### src/rtl/ms_countdown_pkg.sv
// ms_countdown_pkg: shared state encoding, LED patterns and default tick length for ms_countdown
package ms_countdown_pkg;

    typedef enum logic [1:0] {
        IDLE,
        RUN,
        PAUSE,
        EXPIRED
    } state_t;

    localparam logic [9:0] LED_ALL_ON  = 10'h3FF;
    localparam logic [9:0] LED_ALL_OFF = 10'h000;
    localparam int         MS_DEFAULT  = 50000;

endpackage

### src/rtl/ms_prescaler.sv
// ms_prescaler: free-running 0..MS-1 cycle counter producing a one-cycle millisecond tick
module ms_prescaler
    import ms_countdown_pkg::*;
#(
    parameter int MS = MS_DEFAULT
) (
    input  logic CLK,
    input  logic RST_N,
    input  logic en,
    input  logic clr,
    output logic tick
);

    localparam int CW = (MS > 1) ? $clog2(MS) : 1;

    logic [CW-1:0] r_cnt;

    assign tick = en && (r_cnt == CW'(MS - 1));

    // count while enabled, wrap on the tick cycle; clear has priority
    always_ff @(posedge CLK or negedge RST_N) begin
        if (!RST_N)
            r_cnt <= '0;
        else if (clr)
            r_cnt <= '0;
        else if (en)
            r_cnt <= tick ? '0 : r_cnt + 1'b1;
    end

endmodule

### src/rtl/ms_countdown.sv
// ms_countdown: millisecond countdown timer with sticky expiry flag and LED indication
// Optional blinking LEDs in the expired state: define MS_COUNTDOWN_BLINK_EN.
module ms_countdown
    import ms_countdown_pkg::*;
#(
    parameter int MS       = MS_DEFAULT,
    parameter int W        = 11,
    parameter int BLINK_MS = 250
) (
    input  logic         CLK,
    input  logic         RST_N,
    input  logic         load,
    input  logic [W-1:0] value,
    input  logic         pause,
    input  logic         ack,
    output logic [W-1:0] remaining,
    output logic         busy,
    output logic         expired,
    output logic [9:0]   LED
);

    if (BLINK_MS < 1) begin : g_bad_blink
        $error("BLINK_MS must be at least 1");
    end

    state_t       r_state;
    state_t       w_nxt;
    logic [W-1:0] w_rem;
    logic         w_run;
    logic         w_exp;
    logic         w_tick;
    logic         w_en;
    logic         w_clr;

    assign w_run = (r_state == RUN) || (r_state == PAUSE);
    assign w_exp = (r_state == EXPIRED);

`ifdef MS_COUNTDOWN_BLINK_EN
    localparam int BW = (BLINK_MS > 1) ? $clog2(BLINK_MS) : 1;

    logic [BW-1:0] r_blink;

    // in EXPIRED the prescaler keeps running to pace the LED blink
    assign w_en  = (w_run && !pause) || (w_exp && !ack);
    assign w_clr = load || (r_state == IDLE) || (w_exp && ack);
`else
    assign w_en  = w_run && !pause;
    assign w_clr = load || (r_state == IDLE) || w_exp;
`endif

    ms_prescaler #(.MS(MS)) u_prescaler (
        .CLK   (CLK),
        .RST_N (RST_N),
        .en    (w_en),
        .clr   (w_clr),
        .tick  (w_tick)
    );

    // next state and count: load > ack > pause > tick
    always_comb begin
        w_nxt = r_state;
        w_rem = remaining;
        if (load) begin
            w_rem = value;
            w_nxt = (value != '0) ? RUN : EXPIRED;
        end else if (ack && w_exp) begin
            w_nxt = IDLE;
            w_rem = '0;
        end else if (w_run) begin
            w_nxt = pause ? PAUSE : (w_tick && remaining <= W'(1)) ? EXPIRED : RUN;
            w_rem = (pause || !w_tick) ? remaining : (remaining > W'(1)) ? remaining - 1'b1 : '0;
        end
    end

    // state register with outputs registered from the next state
    always_ff @(posedge CLK or negedge RST_N) begin
        if (!RST_N) begin
            r_state   <= IDLE;
            remaining <= '0;
            busy      <= 1'b0;
            expired   <= 1'b0;
            LED       <= LED_ALL_OFF;
`ifdef MS_COUNTDOWN_BLINK_EN
            r_blink   <= '0;
`endif
        end else begin
            r_state   <= w_nxt;
            remaining <= w_rem;
            busy      <= (w_nxt == RUN) || (w_nxt == PAUSE);
            expired   <= (w_nxt == EXPIRED);
`ifdef MS_COUNTDOWN_BLINK_EN
            if (w_exp && w_nxt == EXPIRED && !load) begin
                if (w_tick) begin
                    r_blink <= (r_blink == BW'(BLINK_MS - 1)) ? '0 : r_blink + 1'b1;
                    LED     <= (r_blink == BW'(BLINK_MS - 1)) ? ~LED : LED;
                end
            end else begin
                r_blink <= '0;
                LED     <= (w_nxt == EXPIRED) ? LED_ALL_ON : LED_ALL_OFF;
            end
`else
            LED       <= (w_nxt == EXPIRED) ? LED_ALL_ON : LED_ALL_OFF;
`endif
        end
    end

endmodule

### config.mk
export PLATFORM = sky130hd
export DESIGN_NAME = ms_countdown
export DESIGN_NICKNAME = d
export VERILOG_FILES = /design/src/rtl/ms_countdown_pkg.sv /design/src/rtl/ms_prescaler.sv /design/src/rtl/ms_countdown.sv
export SDC_FILE = /design/constraint.sdc
export NUM_CORES = 1
export LEC_CHECK = 0
export ABC_AREA = 0
export CAP_MARGIN = 15
export CORE_MARGIN = 10
export CORE_UTILIZATION = 47
export CTS_BUF_LIST = sky130_fd_sc_hd__clkbuf_16
export DETAILED_ROUTE_END_ITERATION = 10
export PLACE_DENSITY = 0.77
export SETUP_SLACK_MARGIN = 0.3
export SYNTH_ARGS = -nofsm -noshare
export SYNTH_HDL_FRONTEND = slang
export SYNTH_HIERARCHICAL = 1
export SYNTH_SLANG_ARGS = --single-unit
### constraint.sdc
create_clock -name CLK -period 2.45 [get_ports CLK]
set_clock_uncertainty 0.1 [all_clocks]
set_input_delay 0.49 -clock CLK [delete_from_list [all_inputs] [get_ports CLK]]
set_output_delay 0.49 -clock CLK [all_outputs]
set_load 0.005 [all_outputs]
==> results.json, run 1 <==
{
  "synth-main-ff-cell": "dfrtp_1",
  "hpwl_um": 3760,
  "drc": 0,
  "chipWidth_um": 85.0,
  "critPathLaunch": "r_state[1]",
  "fin_crit_ns": 2.28,
  "wl_um": 5720,
  "synth_seq_cells": 31,
  "holdCritStartpoint": "u_prescaler/r_cnt[15]",
  "async_flop_share_pct": 100,
  "drt_iter0_drc": 201,
  "synth.distinct_cells": 51,
  "gp_congestion": 0.852,
  "final_cell_mix": "38 x clkdlybuf4s50_1, 30 x dfrtp_1, 27 x buf_4, 19 x nor2_1, 12 x xnor2_1",
  "pwr-share-comb_pct": 42.3,
  "p_sw_share_pct": 31.7,
  "fin_crit_sh_pct": 93.2,
  "p_leak_uw": 0.00117,
  "yosysSeqAreaShare_pct": 39.0,
  "nets": 283,
  "fmax_mhz": 438,
  "worst_pin_slew_ns": 0.516,
  "place_area_um2": 2490,
  "run_status": "finished, final reports clean",
  "htreeDepth": 2,
  "final_cell_area_um2": 2910,
  "grt_start_max_net_pins": 32,
  "seq_area_um2": 777,
  "num_vias": 1852,
  "synth_edf_count": 0,
  "cts_root_buffer": "clkbuf_16",
  "maxCapViolCount": 0,
  "cts_tree": "done",
  "holdBufCountCts": 0,
  "first_pass_iters": 4,
  "cp_cell_sequence": "inv_2 -> ha_4 -> nor2b_4 -> and4_4 -> and4_4 -> and3b_2 -> nor2_4 -> buf_6 -> a221o_1",
  "start_util_pct": 49.0,
  "tns_ns": 0,
  "postRouteAntennaNets": 0,
  "slowest_delay_ns": 0.38,
  "clk_pin_slew_ns": 0.05,
  "cts.sinks": 31,
  "final_common_cell": "clkdlybuf4s50_1",
  "num_io_pins": 39,
  "crit_slowest_cell": "dfrtp_1",
  "core_um2": 4060,
  "start_kind": "flop",
  "worst_setup_path_end_kind": "flop",
  "fillers": 294,
  "syn_inst": 200,
  "setup_ws_ns": 0.166,
  "seqPwrFrac_pct": 28.8,
  "portBuffers": 38,
  "num_rows": 23,
  "cpMostUsedCell": "and4_4",
  "die_h_um": 85.0,
  "post-place-ws_ns": -0.134,
  "hold_viol": 0,
  "path_max_fanout": 6,
  "track_usage_pct": 15.3,
  "hold_ws_ns": 0.479,
  "syn_area_per_cell_um2": 9.94,
  "clock_latency_ns": 0.28,
  "via_per_inst": 5.94,
  "finalPower_uw": 2390,
  "p_switching_uw": 758,
  "clock_path_buffers": 2,
  "drive_above_1_share_pct": 32.1,
  "synth_warnings": 6,
  "antennaDiodeCount": 0,
  "syn_nets": 222,
  "die_area_um2": 7230,
  "irDropWorstVdd_v": 0.000568,
  "syn-cell-area_um2": 1990,
  "p_int_uw": 1640,
  "setup_viol_count_final": 0,
  "r2r_start": "r_state[1]",
  "cp_data_required_time_ns": 2.50,
  "cts_buffers": 5,
  "clkPwrFrac_pct": 28.9,
  "grt_pass1_wl_um": 9160,
  "rsz0062_at_grt": "yes",
  "grt_overflow_total": 0,
  "antenna_found_initial": 0,
  "wl_per_cell_um": 18.3,
  "power_density_nw_per_um2": 823,
  "grt_pass1_vias": 1779,
  "holdCritPathClass": "reg2reg",
  "slew_violations": 0,
  "relSlewSlack_pct": 65.5,
  "arrival_ns": 2.33,
  "multi_input_area_um2": 1250,
  "crit_type": "reg2reg",
  "synthToLayoutAreaGrowth_pct": 46.3
}
## synthesized netlist by cell type, types with 5 or more instances
| cell | instances | share of area, % |
|---|---|---|
| nand2_1 | 8 | 1.5 |
| inv_1 | 9 | 1.7 |
| nor4_1 | 8 | 2.5 |
| nor2_1 | 20 | 3.8 |
| xnor2_1 | 12 | 5.3 |
| nand3_1 | 6 | 1.5 |
| ha_1 | 6 | 3.8 |
| nor3_1 | 5 | 1.3 |
| buf_4 | 11 | 4.2 |
| o21ai_0 | 6 | 1.5 |
| a21oi_1 | 6 | 1.5 |
| dfrtp_1 | 31 | 39 |
| or4_1 | 5 | 1.9 |
## registers in the layout, indices dropped and copies added, names as in the netlist
name	flops
busy	1
remaining	11
r_state	2
LED	1
u_prescaler/r_cnt	16
## power groups by stage
stage          clock (uW)  combinational (uW)  sequential [uW]
6_report              692                1010              690
2_1_floorplan           0                 478              690
4_1_cts               701                 904              685
5_1_grt               742                1100              707
3_5_place_dp            0                 830              690
3_3_place_gp            0                 814              687
## worst paths after layout
path,to,slack (ns),cells past startpoint
max,remaining[0],0.17,9
min,u_prescaler/r_cnt[15],0.48,3
max reg2reg,remaining[0],0.17,9
min reg2reg,u_prescaler/r_cnt[15],0.48,3
max in group asynchronous,remaining[2],1.43,2
min in group asynchronous,u_prescaler/r_cnt[10],0.51,2
## per-stage QoR
| stage | util [%] | instances |
|---|---|---|
| CTS | 67.8 | 307 |
| detailed placement | 61.4 | 295 |
| finish | 71.7 | 312 |
| floorplan | - | 200 |
| global placement | 61.4 | 295 |
| global route | 71.7 | 312 |
## cell families (layout without fill, tap and decap cells)
group,Yosys count,count (layout),share of synthesized area (%)
mux,2,2,1.01
compound gates,39,39,14.9
simple gates,87,87,28.1
fa+ha+maj,6,6,3.78
flops,31,31,39.0
buf+inv,23,85,7.93
xor+xnor,12,12,5.29
## worst max-delay path, delay by kind of cell, from the launching register on
family	cells	cell delay [ns]
fa+ha+maj	1	0.26
buf+inv	2	0.20
compound gates	1	0.29
simple gates	5	0.93
flops	1	0.38
## timing repair
action / in CTS / in global routing
pin swaps: 7 / 8
setup buffers: 4 / 5
gates resized for setup: 17 / 23
setup endpoints to repair: 13 / 23
## cell type report
| type | count | share of cell area [%] |
|---|---|---|
| Sequential cell | 31 | 26.7 |
| Clock buffer | 5 | 4.30 |
| Inverter | 9 | 1.16 |
| Multi-Input combinational cell | 146 | 43.1 |
| Tap cell | 50 | 2.15 |
| Timing Repair Buffer | 68 | 21.2 |
| Clock inverter | 3 | 1.33 |
## per-layer routing
layer / GRT usage, % / share of wire, % / up-vias / wire length, um
met1: 19.9 / 44 / 914 / 2500
met4: 5.54 / 1.0 / 0 / 57
li1: - / - / 870 / -
met3: 4.40 / 5.5 / 6 / 315
met5: 0 / 0 / - / 0
met2: 23.3 / 50 / 62 / 2850
Power figures use the tool's default switching activity.
==> run 2: changes to the inputs <==
--- a/config.mk
+++ b/config.mk
@@ -11,6 +11,7 @@
 export CORE_UTILIZATION = 47
 export CTS_BUF_LIST = sky130_fd_sc_hd__clkbuf_16
 export DETAILED_ROUTE_END_ITERATION = 10
+export MAX_ROUTING_LAYER = met4
 export PLACE_DENSITY = 0.77
 export SETUP_SLACK_MARGIN = 0.3
 export SYNTH_ARGS = -nofsm -noshare
==> results.json, run 2 (synthesis gave the netlist of run 1 again) <==
{
  "track_usage_pct": 15.7,
  "irDropWorstVdd_v": 0.000569,
  "clock_path_buffers": 2,
  "cpMostUsedCell": "and4_4",
  "fin_crit_sh_pct": 93.2,
  "cp_data_required_time_ns": 2.50,
  "final_cell_mix": "38 x clkdlybuf4s50_1, 30 x dfrtp_1, 27 x buf_4, 19 x nor2_1, 12 x xnor2_1",
  "grt_pass1_vias": 1777,
  "hpwl_um": 3760,
  "relSlewSlack_pct": 65.5,
  "slowest_delay_ns": 0.38,
  "grt_pass1_wl_um": 9160,
  "p_int_uw": 1640,
  "slew_violations": 0,
  "largest_reg_flops": 16,
  "die_h_um": 85.0,
  "worst_setup_path_end_kind": "flop",
  "holdCritPathClass": "reg2reg",
  "postRouteAntennaNets": 0,
  "grt_overflow_total": 0,
  "reg.largest.list": "u_prescaler/r_cnt x16, remaining x11, r_state x2",
  "chipWidth_um": 85.0,
  "reg2regPathDepth": 9,
  "path_max_fanout": 6,
  "num_vias": 1846,
  "drc": 0,
  "seqPwrFrac_pct": 28.8,
  "worst_pin_slew_ns": 0.516,
  "clkPwrFrac_pct": 28.9,
  "nets": 283,
  "num_io_pins": 39,
  "start_util_pct": 49.0,
  "top_register": "u_prescaler/r_cnt",
  "cts_root_buffer": "clkbuf_16",
  "clk_pin_slew_ns": 0.05,
  "crit_slowest_cell": "dfrtp_1",
  "reg2reg_to": "remaining[0]",
  "wl_per_cell_um": 18.3,
  "fmax_mhz": 438,
  "die_area_um2": 7230,
  "hold_path_end": "u_prescaler/r_cnt[15]",
  "gp_congestion": 0.866,
  "htreeDepth": 2,
  "p_sw_share_pct": 31.7,
  "pwr-share-comb_pct": 42.3,
  "p_leak_uw": 0.00117,
  "whs_path_depth": 3,
  "start_kind": "flop",
  "cts.sinks": 31,
  "holdCritStartpoint": "u_prescaler/r_cnt[15]",
  "rsz0062_at_grt": "yes",
  "wl_um": 5720,
  "cts_tree": "done",
  "final_common_cell": "clkdlybuf4s50_1",
  "antenna_found_initial": 0,
  "cp_cell_sequence": "inv_2 -> ha_4 -> nor2b_4 -> and4_4 -> and4_4 -> and3b_2 -> nor2_4 -> buf_6 -> a221o_1",
  "first_pass_iters": 4,
  "synthToLayoutAreaGrowth_pct": 46.3,
  "final_cell_area_um2": 2910,
  "arrival_ns": 2.33,
  "place_area_um2": 2490,
  "maxCapViolCount": 0,
  "core_um2": 4060,
  "ff2ff_setup_slack_ns": 0.17,
  "cts_buffers": 5,
  "portBuffers": 38,
  "drt_iter0_drc": 172,
  "via_per_inst": 5.92,
  "hold_viol": 0,
  "crit_type": "reg2reg",
  "holdBufCountCts": 0,
  "power_density_nw_per_um2": 823,
  "final_core_util_pct": 71.7,
  "r2r_start": "r_state[1]",
  "drive_above_1_share_pct": 32.1,
  "setup_viol_count_final": 0,
  "num_rows": 23,
  "run_status": "finished, final reports clean",
  "antennaDiodeCount": 0,
  "grt_start_max_net_pins": 32,
  "fillers": 294,
  "clock_latency_ns": 0.28,
  "fin_crit_ns": 2.28,
  "p_switching_uw": 758
}
==> run 2: cell counts in the layout (fill, tap and decap cells not counted) <==
Identical to the previous run, type by type.
==> run 2: worst max path at each step <==
stage,from,to,depth (start not counted),slack (ns)
detailed placement,pause,remaining[0],8,-0.13
global route,remaining[7],remaining[0],4,0.07
floorplan,r_state[0],remaining[9],8,0.14
global placement,pause,remaining[0],8,-0.09
finish,r_state[1],remaining[0],9,0.17
CTS,r_state[1],remaining[8],9,0.19
==> run 2: metal layers <==
| layer | vias to the layer above | routed length (um) | track usage [%] |
|---|---|---|---|
| li1 | 869 | - | - |
| met1 | 910 | 2510 | 19.8 |
| met2 | 59 | 2840 | 23.3 |
| met3 | 8 | 312 | 4.49 |
| met4 | 0 | 55 | 5.54 |
| met5 | - | 0 | - |
==> run 2: stage by stage <==
| step | total power, uW | setup TNS [ns] | hold slack (ns) | std cells | setup WS (ns) |
|---|---|---|---|---|---|
| 6_report | 2390 | 0 | 0.479 | 312 | 0.166 |
| 2_1_floorplan | 1170 | 0 | 0.0944 | 200 | 0.142 |
| 4_1_cts | 2290 | 0 | 0.481 | 307 | 0.186 |
| 3_5_place_dp | 1520 | -0.674 | 0.458 | 295 | -0.134 |
| 5_1_grt | 2550 | 0 | 0.510 | 312 | 0.0703 |
| 3_3_place_gp | 1500 | -0.397 | 0.450 | 295 | -0.0889 |
==> run 2: worst max-delay path: cells and delay by family (launching register included) <==
family / cells / cell delay, ns
AOI/OAI and AO/OA: 1 / 0.29
adders and majority gates: 1 / 0.26
buffers and inverters: 2 / 0.20
DFF: 1 / 0.38
and+or+nand+nor: 5 / 0.93
==> run 2: power groups by stage <==
stage	combinational [uW]	clock, uW	sequential, uW
after CTS	904	701	685
final	1010	691	690
after detailed placement	830	0	690
after global placement	814	0	687
after global routing	1100	742	707
after floorplan	478	0	690
==> run 2: area by class of cell <==
class	count	area (um2)	share of cell area [%]
multi-input cells	146	1250	43.1
repair buffers	68	617	21.2
clock buffers	5	125	4.30
inverters	9	33.8	1.16
flip-flops and latches	31	777	26.7
clock inverters	3	38.8	1.33
well taps	50	62.6	2.15
==> run 2: timing repair <==
item                       4_1_cts  5_1_grt
setup endpoints to repair       13       23
pin swaps                        7        8
buffers inserted                 4        5
gates resized for setup         17       23
